`config.mk`:
```
export PLATFORM = sky130hd
export DESIGN_NAME = pc_fetch
export DESIGN_NICKNAME = d
export VERILOG_FILES = /design/src/rtl/pc_fetch_pkg.sv /design/src/rtl/pc_target_gen.sv /design/src/rtl/pc_fetch.sv
export SDC_FILE = /design/constraint.sdc
export NUM_CORES = 1
export LEC_CHECK = 0
export BUFFER_PORTS_ARGS = -buffer_cell sky130_fd_sc_hd__buf_2
export CAP_MARGIN = 0
export CORE_ASPECT_RATIO = 1.1
export CORE_MARGIN = 5
export CORE_UTILIZATION = 45
export CTS_CLUSTER_DIAMETER = 200
export DETAILED_ROUTE_END_ITERATION = 8
export HOLD_SLACK_MARGIN = 0.05
export PLACE_DENSITY = 0.71
export SETUP_SLACK_MARGIN = 0.3
export SKIP_CTS_REPAIR_TIMING = 1
export SLEW_MARGIN = 15
export SYNTH_ARGS = -nofsm -noshare
export SYNTH_HDL_FRONTEND = slang
export SYNTH_HIERARCHICAL = 1
export SYNTH_SLANG_ARGS = --single-unit
```
`constraint.sdc`:
```
create_clock -name clk -period 8.1 [get_ports clk]
set_input_delay 1.62 -clock clk [delete_from_list [all_inputs] [get_ports clk]]
set_output_delay 1.62 -clock clk [all_outputs]
set_load 0.02 [all_outputs]
```
`src/rtl/pc_fetch_pkg.sv`:
```
// Shared definitions for the fetch stage: datapath width, default reset PC,
// and the fetch FSM state encodings.
package pc_fetch_pkg;
  localparam int DATA_WIDTH = 32;
  localparam logic [DATA_WIDTH-1:0] DEFAULT_RESET_VECTOR = 32'h0000_0000;

  typedef enum logic [1:0] {
    PCF_RESET = 2'd0,
    PCF_FETCH = 2'd1,
    PCF_EXEC  = 2'd2,
    PCF_TRAP  = 2'd3
  } pcf_state_t;
endpackage

```
`src/rtl/pc_target_gen.sv`:
```
// Combinational next-PC selection: sequential PC+4 or branch/JAL/JALR target,
// plus detection of a taken target that is not 4-byte aligned.
module pc_target_gen
  import pc_fetch_pkg::*;
(
  input  logic [DATA_WIDTH-1:0] pc,
  input  logic [DATA_WIDTH-1:0] rs1,
  input  logic [DATA_WIDTH-1:0] imm,
  input  logic                  jalr,
  input  logic                  take,
  output logic [DATA_WIDTH-1:0] next_pc,
  output logic                  misaligned
);
  localparam logic [DATA_WIDTH-1:0] FOUR      = DATA_WIDTH'(4);
  localparam logic [DATA_WIDTH-1:0] CLEAR_LSB = {{(DATA_WIDTH-1){1'b1}}, 1'b0};

  logic [DATA_WIDTH-1:0] target;

  always_comb begin
    // JALR clears bit 0 of the sum; bit 1 can still leave the target misaligned.
    target     = jalr ? ((rs1 + imm) & CLEAR_LSB) : (pc + imm);
    next_pc    = take ? target : (pc + FOUR);
    misaligned = take && (target[1:0] != 2'b00);
  end
endmodule

```
`src/rtl/pc_fetch.sv`:
```
// Program counter and instruction fetch stage: fetches one instruction per
// request/ack exchange, holds it during EXEC, then commits PC+4 or a target.
module pc_fetch
  import pc_fetch_pkg::*;
#(
  parameter logic [DATA_WIDTH-1:0] RESET_VECTOR = DEFAULT_RESET_VECTOR
) (
  input  logic                  clk,
  input  logic                  i_rst_n,
  input  logic                  i_take,
  input  logic                  i_jalr,
  input  logic [DATA_WIDTH-1:0] i_rs1,
  input  logic [DATA_WIDTH-1:0] i_imm,
  input  logic                  i_stall,
  output logic                  o_imem_req,
  output logic [DATA_WIDTH-1:0] o_imem_addr,
  input  logic                  i_imem_ack,
  input  logic [DATA_WIDTH-1:0] i_imem_rdata,
  output logic [DATA_WIDTH-1:0] o_pc,
  output logic [DATA_WIDTH-1:0] o_pc_plus4,
  output logic [DATA_WIDTH-1:0] o_instr,
  output logic                  o_instr_valid,
  output logic                  o_trap,
  output logic [31:0]           o_retired,
  output logic [1:0]            o_state
);
  localparam logic [DATA_WIDTH-1:0] FOUR = DATA_WIDTH'(4);

  // Handshake: o_imem_req is held high with o_imem_addr stable until the
  // first cycle i_imem_ack is sampled high at a rising edge; that edge
  // transfers i_imem_rdata and ends the request. Acks at any other time are
  // ignored.
  pcf_state_t state, next_state;

  logic [DATA_WIDTH-1:0] pc_q;
  logic [DATA_WIDTH-1:0] instr_q;
  logic [31:0]           retired_q;
  logic                  req_q;
  logic                  valid_q;
  logic                  trap_q;
  logic [DATA_WIDTH-1:0] next_pc;
  logic                  misaligned;
  logic                  commit;

  pc_target_gen u_target (
    .pc         (pc_q),
    .rs1        (i_rs1),
    .imm        (i_imm),
    .jalr       (i_jalr),
    .take       (i_take),
    .next_pc    (next_pc),
    .misaligned (misaligned)
  );

  always_comb begin
    next_state = state;
    commit     = 1'b0;
    case (state)
      PCF_RESET: next_state = PCF_FETCH;
      PCF_FETCH: if (i_imem_ack) next_state = PCF_EXEC;
      PCF_EXEC: begin
        if (!i_stall) begin
          if (misaligned) begin
            next_state = PCF_TRAP;
          end else begin
            next_state = PCF_FETCH;
            commit     = 1'b1;
          end
        end
      end
      PCF_TRAP:  next_state = PCF_TRAP;
      default:   next_state = PCF_RESET;
    endcase
  end

  always_ff @(posedge clk or negedge i_rst_n) begin
    if (!i_rst_n) begin
      state     <= PCF_RESET;
      pc_q      <= RESET_VECTOR;
      instr_q   <= '0;
      retired_q <= '0;
      req_q     <= 1'b0;
      valid_q   <= 1'b0;
      trap_q    <= 1'b0;
    end else begin
      state   <= next_state;
      req_q   <= (next_state == PCF_FETCH);
      valid_q <= (next_state == PCF_EXEC);
      if (state == PCF_FETCH && i_imem_ack) begin
        instr_q <= i_imem_rdata;
      end
      if (commit) begin
        pc_q      <= next_pc;
        retired_q <= retired_q + 32'd1;
      end
      if (next_state == PCF_TRAP) begin
        trap_q <= 1'b1;
      end
    end
  end

  assign o_imem_req    = req_q;
  assign o_imem_addr   = pc_q;
  assign o_pc          = pc_q;
  assign o_pc_plus4    = pc_q + FOUR;
  assign o_instr       = instr_q;
  assign o_instr_valid = valid_q;
  assign o_trap        = trap_q;
  assign o_retired     = retired_q;
  assign o_state       = state;
endmodule

```
==> Yosys cells after proc, flatten, opt, wreduce, memory -nomap -nowiden <==
Cells that the tools add are included.
{ "word_totals": {"elab_cells": 30, "input_bits": 102, "regBits": 101} }
{ "classes": {"add_sub_neg": 4, "eq_ne": 6, "reduce_logical": 4, "mux": 9} }
{ "op_table": {"columns": ["operator", "count"], "rows": [
  ["$add A32 B32 Y32", 2],
  ["$mux W32", 2],
  ["$add A32 B1 Y32 const B", 1],
  ["$add A32 B3 Y32 const B", 1],
  ["$eq A2 B2 Y1 const B", 4],
  ["$pmux W2 S4", 1],
  ["$mux W2", 3],
  ["$eq A2 B1 Y1 const B", 2],
  ["$mux W1", 3],
  ["$logic_and A1 B1 Y1", 2],
  ["$logic_not A2 Y1", 1],
  ["$reduce_bool A2 Y1", 1]
]} }

==> Logic depth before layout (Yosys ltp) <==
Gate-level depths: netlist of the first run.
{ "depth": {"word_depth": 8, "ltp_mapped": 14, "ltp_nobuf": 14} }

==> Modules after synthesis <==
Netlist of the first run, hierarchy kept.
{ "by_module_without_submodules": {"columns": ["mod", "n_inst", "area_each_um2", "cells_per_inst"], "rows": [
  ["pc_fetch", 1, 4684.5, 381],
  ["pc_target_gen", 1, 4312.9, 618]
]} }

==> Worst setup path before layout of the first run <==
Ideal clock, no wire load.
{ "synth_timing": {"path_type": "input to register", "startpoint": "input i_imm[0]", "endpoint": "register pc_q[28] (netlist: o_imem_addr[28])", "setup_ns": 0.125, "t_required_ns": 7.975, "path_stages": 13, "n_path_buf": 0, "arrival_time_ns": 3.845, "path_slack_ns": 4.130, "path_cell_list": "ha_1 inv_1 fa_1 nor2b_1 o31ai_1 a211o_1 nand4b_1 a21o_2 a2111oi_2 o31ai_1 xnor2_1 o21ai_1 mux2_2"} }
{ "synth_rtl": {"columns": ["item", "line", "rtl"], "rows": [
  ["start: declaration", "pc_fetch.sv:13", "input logic [DATA_WIDTH-1:0] i_imm,"],
  ["$add A32 B32 Y32", "pc_target_gen.sv:21", "target = jalr ? ((rs1 + imm) & CLEAR_LSB) : (pc + imm);"],
  ["$mux W32 *", "pc_target_gen.sv:21", null],
  ["$mux W32 *", "pc_target_gen.sv:22", "next_pc = take ? target : (pc + FOUR);"],
  ["named net next_pc[28]", "pc_fetch.sv:41", "logic [DATA_WIDTH-1:0] next_pc;"],
  ["end signal: assignment", "pc_fetch.sv:93", "pc_q <= next_pc;"],
  ["end: declaration", "pc_fetch.sv:35", "logic [DATA_WIDTH-1:0] pc_q;"]
]} }
The timed path passes the listed nets; every way through them passes the cells marked *.
A chain may end at the register's enable or synchronous reset.

==> Worst setup path in the final report of the first run <==
{ "layout_timing": {"startpoint": "register pc_q[10] (netlist: o_imem_addr[10])", "endpoint": "output o_pc_plus4[26]"} }
{ "layout_via": {"elab_chain_cells": 1} }
{ "layout_rtl": {"columns": ["item", "line", "rtl"], "rows": [
  ["$add A32 B3 Y32", "pc_fetch.sv:105", "assign o_pc_plus4 = pc_q + FOUR;"],
  ["end: declaration", "pc_fetch.sv:20", "output logic [DATA_WIDTH-1:0] o_pc_plus4,"]
]} }
Every way passes these cells.

==> results of run 1 <==
[cell families (layout without fill, tap and decap cells)]
| logic type | after synthesis | in the layout |
|---|---|---|
| AND/OR/NAND/NOR | 306 | 306 |
| AO/OA/AOI/OAI | 246 | 246 |
| multiplexers | 67 | 67 |
| XOR/XNOR | 140 | 140 |
| buffers and inverters | 73 | 300 |
| adder cells (fa/ha/maj) | 66 | 66 |
| flip-flops | 101 | 101 |
[power by group]
part | leakage (nW) | internal [W] | switching (W)
combinational | 3.89 | 0.000767 | 0.00110
sequential | 1.30 | 0.000652 | 0.000291
clock | 0.155 | 0.000275 | 0.000200
[area by class of cell]
| class | instances | area, µm² |
|---|---|---|
| sequential | 101 | 2530 |
| clock buffer | 9 | 225 |
| inverter | 13 | 48.8 |
| fill | 1851 | 9070 |
| multi-input combinational | 825 | 6060 |
| tap | 252 | 315 |
| timing repair buffer | 271 | 1370 |
| clock inverter | 7 | 104 |
[worst max-delay path by stage]
stage,endpoint,depth (start not counted)
2_1_floorplan,o_imem_addr[28]$_DFFE_PN0P_,13
3_3_place_gp,o_retired[7]$_DFFE_PN0P_,12
3_5_place_dp,o_retired[7]$_DFFE_PN0P_,12
4_1_cts,o_pc_plus4[26],6
5_1_grt,o_pc_plus4[26],6
6_report,o_pc_plus4[26],6
[Yosys cell counts (9+ instances only)]
cell type	number	area [µm²]
nor3_1	12	60.1
nor2_1	58	218
and3_1	23	144
nand3_1	45	225
a21o_1	50	375
a31oi_1	9	56.3
o211ai_1	11	82.6
nand2b_1	11	68.8
nor2b_1	10	62.6
nand2_1	80	300
o21ai_0	38	190
dfrtp_1	101	2530
a21oi_1	73	365
xnor2_1	95	832
and4_1	10	87.6
clkbuf_1	20	75.1
buf_4	34	255
ha_1	64	801
nand4_1	29	181
inv_1	13	48.8
xor2_1	45	394
mux2_2	63	709
[worst reg2reg max path, delay by kind of cell (launching register included)]
kind                       cells  cell delay (ns)
AOI/OAI and AO/OA              6             1.38
xor gates and xnor gates       1             0.15
adders and majority gates      1             0.39
DFF                            1             0.65
muxes                          1             0.27
and+or+nand+nor                2             0.43
[per-stage QoR]
| step | area (µm²) | cells | worst slack [ns] | util, % |
|---|---|---|---|---|
| floorplan | 9000 | 999 | 4.13 | - |
| finish | 10700 | 1478 | 3.53 | 54.0 |
| CTS | 10700 | 1478 | 3.54 | 54.0 |
| detailed placement | 10300 | 1462 | 3.64 | 52.3 |
| global route | 10700 | 1478 | 3.41 | 54.0 |
| global placement | 10300 | 1462 | 3.72 | 52.3 |
[routing by layer]
layer  vias to the layer above  GRT usage [%]  routed length [µm]
li1                       4073              -                   -
met1                      3909           27.1               10500
met2                       316           39.4               13200
met3                        56           3.45                1750
met4                         0           7.73                 874
met5                         -              0                   0
[flip-flops by register name, summed over array words and instances (netlist names)]
name / cells
o_state: 2
o_imem_req: 1
o_retired: 32
o_trap: 1
o_instr_valid: 1
o_imem_addr: 32
o_instr: 32
==> key figures, run 1 <==
STA
  – Slew margin rel.: between 30 and 40%
  – Min cycle time layout: 4.57 ns
  – Hold_ws: approximately 0.47 ns
  – Final setup fails: 0
  – Fin. max-slew vios: 0
  – Worst-margin pin slew: approximately 0.9 ns
  – Max Clock Freq: ~220 MHz
  – Sum Neg Setup Slack: 0 ns
  – Final worst-path cycle share: ~56%
  – Unrepaired setup endpoints after global routing: false
  – Clock Skew: 0.0105 ns
  – Hold Fails Final Rpt: 0

Critical path
  – CP required: 6.48 ns
  – R2r worst-path depth: 11
  – Critical path class: flop to primary output
  – FF-to-FF End: o_imem_addr[28]$_DFFE_PN0P_
  – Critical Path AT: 2.95 ns
  – Crit path buffers/inverters: 1
  – Reg-to-reg startpoint: o_imem_addr[5]$_DFFE_PN0P_
  – Crit path max fanout: 12
  – Critical path's slowest cell: nor3_1
  – Setup slack, reg-to-reg: approximately 4.7 ns
  – Max incr delay on CP: 0.80 ns
  – Cells along the critical path: and4_1 > nand3_1 > nor3_1 > nand4_1 > xnor2_1 > buf_2
  – CP Launch Type: flop
  – Top Family by Delay on Critical Path: simple AND/OR/NAND/NOR gates
  – Crit. Startpoint: o_imem_addr[10]$_DFFE_PN0P_
  – Worst Setup End Kind: primary output

Die
  – Initial Util: 45.6%
  – Core area: 0.0197 mm²
  – Die span in y: roughly 160 µm
  – Row count: 54
  – Die width: ~140 µm
  – Die Footprint: between 0.02 and 0.025 mm²
  – Io pins: ~270

Synth
  – Post-synth EDFFs: 0
  – Post-Synth Simple-Gate Area: 17.7%
  – Syn Std Cell Area: between 0.008 and 0.009 mm²
  – Adder-cell area share of the yosys netlist: under 10%
  – Cells after Synth: 999
  – Largest family of logic cells by synthesized area: compound AO/OA/AOI/OAI gates
  – Synth warnings: 6
  – Synth Flop Type: dfrtp_1
  – Synth Area in Compound Gates: approximately 18%
  – Async SR Flop Fraction: 100%
  – XOR/XNOR Fraction of Synth Area: between 10% and 20%
  – Avg Synthesized Cell Area: approximately 9 µm²
  – Count of cell types in the netlist: 69
  – Post-synthesis net count: 1167
  – Register area share after synthesis: between 20 and 30%
  – Mux cell area share after synthesis: under 10%
  – Synthesis-stage register bit count: between 100 and 150

Routing
  – Post-route DRC: 0
  – Routed WL per cell: between 15 and 20 µm
  – Routed WL: 26300 µm
  – Vias: roughly 8400
  – Routed Antenna Nets: 0
  – DR vias/cell: ~5.7
  – 1st-pass router iterations: 4
  – Initial detailed-routing violation count: 377

Cells and area
  – Share of layout cells above drive strength 1: between 30 and 40%
  – Commonest cells after routing, fill and taps aside: 265 x buf_2, 101 x dfrtp_1, 95 x xnor2_1
  – Layout area overhead: 18.4%
  – # diodes: 0
  – Most common cell after layout, fill and taps aside: buf_2
  – Nets@finish: 1389

Pwr
  – LEAKAGE: 5.34 nW
  – Worst VDD drop: about 220 µV
  – Pwr Total: between 0.003 and 0.004 W
  – Power per standard cell area: just over 300 mW/mm²

Status
  – Outcome: finished, final reports clean

Global route
  – First-pass GRT wire length: between 40000 and 50000 µm
  – Largest net degree at the start of global routing: 60
  – Vias in the first global route: roughly 8100
  – Global Route Usage Sum: between 20% and 30%
  – GRT overflow: 0
  – Initial antenna violation count: 0

Placed design
  – IO buf count: about 270
  – Routability cong.: about 0.92
  – Post-detail-place hpwl: approximately 20000 µm

CTS
  – Cts bufs inserted: 9
  – Maximum clock insertion buffer count: 2
  – Clock sinks: about 100
  – Clk root buf: clkbuf_16
  – CTS tree: yes
  – H-tree depth: 3
  – Worst-skew pair later-pin latency: between 0.3 and 0.4 ns
  – Clk slew on worst S/H paths: about 0.070 ns

Run
  – Max-cap violations: 0

Worst hold path
  – Hold path cells: 1
  – Hold Path Class: flop to flop
  – Worst hold start: o_retired[31]$_DFFE_PN0P_
  – Hold path endpoint: o_retired[31]$_DFFE_PN0P_
Note: power is estimated with default switching activity, not from simulation.
==> run 2: changes to the inputs <==
ABC_AREA = 1   (was unset)
clock period = 3.9 ns   (was 8.1 ns; I/O delays follow)
==> run 2 against run 1 <==
Clock-buffer cell count is 1 higher; register-to-register slack worse by 3.5 ns; die area is 26% higher; clock power is 85% higher; first-iteration DRC count is 130% higher; critical path type unchanged.
==> key figures, run 2 <==
Placed design
  – IO buf count: 266
  – Pre-CTS setup slack: 0.842 ns
  – Dpl cells: 2497
  – Post-detail-place hpwl: 33000 µm
  – Routability cong.: 0.957

Routing
  – Routed WL per cell: about 16 µm
  – Post-route DRC: 0
  – DR vias/cell: 5.05
  – Initial detailed-routing violation count: ~860
  – Vias: around 13000
  – Routed Antenna Nets: 0
  – Routed WL: 39400 µm
  – 1st-pass router iterations: 5

STA
  – Final worst slack: 0.722 ns
  – Unrepaired setup endpoints after global routing: false
  – Clock Skew: 0.0156 ns
  – Final setup fails: 0
  – Min cycle time layout: 3.18 ns
  – Slew margin rel.: a little over two fifths
  – Sum Neg Setup Slack: 0 ns
  – Hold Fails Final Rpt: 0
  – Worst-margin pin slew: about 0.86 ns
  – Max Clock Freq: ~310 MHz
  – Final worst-path cycle share: about 80%
  – Fin. max-slew vios: 0

Synth
  – Syn Std Cell Area: around 0.012 mm²
  – Top post-synthesis cells by area: nand2_1 26%, dfrtp_1 22%, inv_1 10%, ha_1 7.0%, nand3_1 5.3%
  – Biggest area consumer among synthesized cells: nand2_1
  – Synth Flop Type: dfrtp_1
  – Async SR Flop Fraction: between 90% and 100%
  – Synthesis-stage register bit count: around 100
  – Most common cell in the netlist: nand2_1
  – Post-synthesis net count: between 2000 and 2500
  – Cells after Synth: roughly 1900
  – Most frequent cells after synthesis: 786 x nand2_1, 310 x inv_1, 138 x nor2_1
  – Avg Synthesized Cell Area: 5.96 µm²
  – Synth warnings: 6
  – Post-synth EDFFs: 0
  – Count of cell types in the netlist: 47
  – Register area share after synthesis: 21.9%
  – Top-area cell type share of the netlist area: between 20% and 30%

Die
  – Row count: 61
  – Die Footprint: approximately 0.029 mm²
  – Core area: roughly 0.025 mm²
  – Initial Util: a little under half
  – Die width: 163 µm
  – Die span in y: 178 µm
  – Io pins: about 270

Cells and area
  – Fin cells: roughly 2500
  – Nets@finish: about 2300
  – Layout area overhead: 15.4%
  – Share of layout cells above drive strength 1: approximately 18%
  – Most common cell after layout, fill and taps aside: nand2_1
  – # diodes: 0
  – Core Util, Final: a little over half
  – Commonest cells after routing, fill and taps aside: 786 x nand2_1, 310 x inv_1, 265 x buf_2
  – Fillers: roughly 2600

Pwr
  – Power per standard cell area: about 580 mW/mm²
  – Pwr Total: roughly 0.0077 W
  – Worst VDD drop: between 300 and 400 µV
  – LEAKAGE: 7.92 nW

Critical path
  – Crit path buffers/inverters: 3
  – Most frequent CP cell: inv_2
  – Critical Path AT: 2.40 ns
  – Worst Setup End Kind: primary output
  – Cells along the critical path: ha_1 > nand3_2 > inv_2 > nand2_2 > inv_2 > nand2_4 > nor2_4 > xor2_1 > buf_2
  – Max incr delay on CP: around 0.54 ns
  – CP Launch Type: flop
  – Critical path class: flop to primary output
  – Crit path max fanout: 8
  – Top Family by Delay on Critical Path: flip-flops
  – Critical path's slowest cell: dfrtp_1
  – CP required: roughly 3.1 ns

Global route
  – Vias in the first global route: between 10000 and 15000
  – First-pass GRT wire length: between 60000 and 70000 µm
  – M1 GR Usage: about a third
  – Global Route Usage Sum: 26.5%
  – Busiest grt layer: met2
  – Largest net degree at the start of global routing: 53
  – Initial antenna violation count: 0
  – M2 GR Usage: about 47%
  – GRT overflow: 0
  – Met3 GRT Util: roughly 2.5%

CTS
  – Clk slew on worst S/H paths: around 0.080 ns
  – CTS tree: yes
  – Cts bufs inserted: 9
  – Worst-skew pair later-pin latency: approximately 0.36 ns
  – Maximum clock insertion buffer count: 2
  – Clk root buf: clkbuf_16
  – H-tree depth: 3
  – Clock sinks: 101

Run
  – Max-cap violations: 0

Status
  – Outcome: finished, final reports clean

Worst hold path
  – Hold Path Class: primary input to asynchronous set/reset pin
[run 2: cell count changes in the layout (fill, tap and decap cells not counted), sizes merged, moves of 16 or more]
cell / change
nand3: +85
and3: -21
nand3b: +19
nor3: +18
a21o: -50
inv: +307
a21oi: -16
xnor2: -75
nand2: +714
nor2: +103
mux2: -31
[run 2: worst reg2reg max path, delay by kind of cell, from the launching register on]
family                     cells  cell delay, ns
and+or+nand+nor               13            1.49
DFF                            1            0.56
adders and majority gates      1            0.47
AOI/OAI and AO/OA              1            0.07
[run 2: layer usage]
layer | part of all wire (%) | vias up
li1 | - | 6440
met1 | 42 | 5702
met2 | 48 | 465
met3 | 6.3 | 78
met4 | 3.2 | 0
met5 | 0 | -
[run 2: path summary, 6_finish.rpt]
| kind | startpoint | endpoint | slack [ns] | cells after the start |
|---|---|---|---|---|
| max | o_imem_addr[3]$_DFFE_PN0P_ | o_pc_plus4[18] | 0.72 | 9 |
| max reg2reg | o_imem_addr[12]$_DFFE_PN0P_ | o_imem_addr[21]$_DFFE_PN0P_ | 1.20 | 15 |
| min reg2reg | o_instr[3]$_DFFE_PN0P_ | o_instr[3]$_DFFE_PN0P_ | 0.50 | 1 |
| min | i_rst_n | o_instr[28]$_DFFE_PN0P_ | 0.44 | 1 |
| max in group asynchronous | i_rst_n | o_imem_addr[18]$_DFFE_PN0P_ | 2.63 | 2 |
| min in group clk | o_instr[3]$_DFFE_PN0P_ | o_instr[3]$_DFFE_PN0P_ | 0.50 | 1 |
[run 2: cell families after synthesis]
group / share of synthesized area [%]
buffers and inverters: 13.7
muxes: 3.13
adders and majority gates: 7.30
xor gates and xnor gates: 4.49
and+or+nand+nor: 44.0
DFF: 21.9
AOI/OAI and AO/OA: 5.42
[run 2: through the flow]
| step | instance area (µm²) | hold slack [ns] |
|---|---|---|
| after global placement | 13000 | 0.458 |
| after global routing | 13300 | 0.496 |
| after detailed placement | 13000 | 0.471 |
| after floorplan | 11500 | 0.484 |
| after CTS | 13300 | 0.468 |
| final | 13300 | 0.438 |
[run 2: power breakdown]
part / total [W] / switching (W) / internal [W]
clock: 0.000880 / 0.000417 / 0.000463
sequential: 0.00202 / 0.000664 / 0.00135
combinational: 0.00478 / 0.00318 / 0.00160
[run 2: layout make-up]
cell class	instances	area, µm²	area share, %
clock inverter	6	53.8	0.405
timing repair buffer	276	1410	10.6
tap	346	433	3.26
sequential	101	2530	19.0
inverter	321	1210	9.08
clock buffer	10	239	1.80
multi-input combinational	1453	7420	55.8
==> run 3: changes to the inputs <==
ABC_AREA = 0   (was 1)
PLACE_DENSITY = 0.74   (was 0.71)
clock period = 2.86 ns   (was 3.9 ns; I/O delays follow)
==> run 3 against run 2 <==
The flow now finishes with violations (setup timing); final cell count decreased by 34%; critical path type is now flop to flop; via count decreased by 26%; routed wire length is 20% lower; worst hold slack worse by 0.22 ns; sequential power rose by 9%; non-clock buffer count increased by 187; largest power group unchanged.
==> key figures, run 3 (synthesis results as in run 1) <==
Status
  – Outcome: complete, but fails checks
  – Violated checks: setup timing

Critical path
  – Crit. Startpoint: o_imem_addr[12]$_DFFE_PN0P_
  – Setup slack, reg-to-reg: -0.04 ns
  – Max incr delay on CP: approximately 0.43 ns
  – Worst Setup End Kind: flop
  – Critical path's slowest cell: dfrtp_2
  – CP required: around 3.1 ns
  – Critical Path AT: 3.14 ns
  – Critical path endpoint: o_imem_addr[28]$_DFFE_PN0P_
  – FF-to-FF End: o_imem_addr[28]$_DFFE_PN0P_
  – Crit path max fanout: 4
  – Top Family by Delay on Critical Path: compound AO/OA/AOI/OAI gates
  – R2r worst-path depth: 11
  – Cells along the critical path: ha_1 > or2_2 > a21oi_2 > or3b_4 > nand4b_1 > a21o_2 > a2111oi_4 > o31ai_2 > xnor2_1 > o21ai_1 > mux2_2
  – Reg-to-reg startpoint: o_imem_addr[12]$_DFFE_PN0P_
  – CP Launch Type: flop
  – Crit path buffers/inverters: 0
  – Critical path class: flop to flop
  – Cell depth of the worst setup path: 11

Cells and area
  – Layout area overhead: 46.7%
  – Most common cell after layout, fill and taps aside: buf_2
  – Share of layout cells above drive strength 1: between 40 and 50%
  – Commonest cells after routing, fill and taps aside: 243 x buf_2, 188 x buf_4, 89 x dfrtp_1
  – Core Util, Final: 66.9%
  – # diodes: 0
  – Nets@finish: ~1600
  – Design area: 0.0132 mm²

Worst hold path
  – Hold Path Class: primary input to asynchronous set/reset pin

Placed design
  – Routability cong.: between 1 and 1.5
  – IO buf count: around 270
  – Post-detail-place hpwl: roughly 24000 µm
  – Dpl cell area: 0.0119 mm²

CTS
  – Cts bufs inserted: 9
  – Maximum clock insertion buffer count: 2
  – CTS tree: yes
  – Clock sinks: roughly 100
  – Worst-skew pair later-pin latency: ~0.35 ns
  – H-tree depth: 3
  – Clk slew on worst S/H paths: 0.08 ns
  – Clk root buf: clkbuf_16

Global route
  – M1 GR Usage: 28.6%
  – Met3 GRT Util: 4.51%
  – M2 GR Usage: between 40% and 50%
  – GRT overflow: 0
  – First-pass GRT wire length: 45800 µm
  – Busiest grt layer: met2
  – Largest net degree at the start of global routing: 46
  – Global Route Usage Sum: around a quarter
  – Initial antenna violation count: 0
  – Vias in the first global route: a little over 9000

Run
  – Max-cap violations: 0

STA
  – Clock Skew: 0.00888 ns
  – Final worst-path cycle share: 102%
  – Final worst slack: -0.0433 ns
  – Worst-margin pin slew: slightly above 0.6 ns
  – Unrepaired setup endpoints after global routing: true
  – Hold Fails Final Rpt: 0
  – Max Clock Freq: around 340 MHz
  – Fin. max-slew vios: 0
  – Final setup fails: 2
  – Slew margin rel.: roughly three fifths
  – Min cycle time layout: 2.90 ns

Routing
  – DR vias/cell: between 5 and 6
  – 1st-pass router iterations: 5
  – Vias: ~9400
  – Routed WL per cell: between 15 and 20 µm
  – Routed Antenna Nets: 0
  – Post-route DRC: 0
  – Routed WL: around 31000 µm
  – Initial detailed-routing violation count: ~480

Pwr
  – Clk pwr share: 11.4%
  – Internal power: between 0.005 and 0.006 W
  – Net Sw Power: 0.00516 W
  – Power per standard cell area: 828 mW/mm²
  – LEAKAGE: ~6.6 nW
  – Sequential share of power: between 20% and 30%
  – Worst VDD drop: around 730 µV
  – Sw Ratio: between 40% and 50%
  – Power share of the combinational group: between 60% and 70%

Die
  – Row count: 54
  – Io pins: ~270
  – Initial Util: between 40 and 50%
  – Core area: a little under 0.02 mm²
  – Die Footprint: around 0.023 mm²
  – Die span in y: between 150 and 200 µm
  – Die width: 145 µm
[run 3: cell types whose count changed in the layout (fill, tap and decap cells not counted), moves of 18 or more]
cell and delta:
nand3b_1 -19, inv_1 -301, and3_1 +20, nor3_1 -18
nor2_1 -91, buf_6 +24, xnor2_1 +61, mux2_4 +25
buf_4 +177, a21o_1 +49, buf_2 -22, nand2_1 -714
nand3_1 -91
[run 3: power by group through the flow]
stage / sequential (W) / combinational [W] / clock [W]
finish: 0.00221 / 0.00748 / 0.00124
global route: 0.00226 / 0.00798 / 0.00133
CTS: 0.00220 / 0.00676 / 0.00128
detailed placement: 0.00223 / 0.00673 / 0
global placement: 0.00219 / 0.00663 / 0
floorplan: 0.00299 / 0.00361 / 0
[run 3: worst reg2reg max path: cells and delay by family, from the launching register on]
kind / cells / cell delay [ns]
AO/OA/AOI/OAI: 5 / 1.01
AND/OR/NAND/NOR: 3 / 0.58
flip-flops: 1 / 0.43
adder cells (fa/ha/maj): 1 / 0.34
multiplexers: 1 / 0.26
XOR/XNOR: 1 / 0.18
[run 3: layout make-up]
cell class / instances / area (µm²)
fill: 1583 / 6530
tap: 252 / 315
timing repair buffer: 463 / 3060
clock inverter: 7 / 73.8
clock buffer: 9 / 225
multi-input combinational: 825 / 6930
inverter: 13 / 56.3
sequential: 101 / 2540
[run 3: worst min-delay path by stage]
stage                               from                    endpoint  slack, ns  depth (start not counted)
5_1_grt                          i_rst_n   o_retired[31]$_DFFE_PN0P_       0.26                          1
2_1_floorplan                    i_rst_n  o_imem_addr[0]$_DFFE_PN0P_       0.28                          0
3_3_place_gp   o_retired[31]$_DFFE_PN0P_   o_retired[31]$_DFFE_PN0P_       0.46                          1
4_1_cts                          i_rst_n   o_retired[31]$_DFFE_PN0P_       0.24                          1
3_5_place_dp   o_retired[31]$_DFFE_PN0P_   o_retired[31]$_DFFE_PN0P_       0.47                          1
6_report                         i_rst_n   o_retired[31]$_DFFE_PN0P_       0.21                          1
[run 3: metrics by stage]
stage | worst slack [ns] | std cells | setup TNS (ns) | hold WS (ns) | total power [W]
2_1_floorplan | 0.0222 | 999 | 0 | 0.276 | 0.00660
3_3_place_gp | -0.272 | 1620 | -7.35 | 0.463 | 0.00883
3_5_place_dp | -0.305 | 1620 | -9.47 | 0.469 | 0.00895
5_1_grt | -0.243 | 1670 | -1.18 | 0.258 | 0.0116
4_1_cts | -0.107 | 1636 | -0.814 | 0.243 | 0.0102
6_report | -0.0433 | 1670 | -0.0750 | 0.214 | 0.0109
[run 3: per-layer routing]
metal	vias to the layer above	wire length, µm
met5	-	0
met2	378	16100
met4	0	1650
li1	4449	-
met3	89	2010
met1	4511	11500
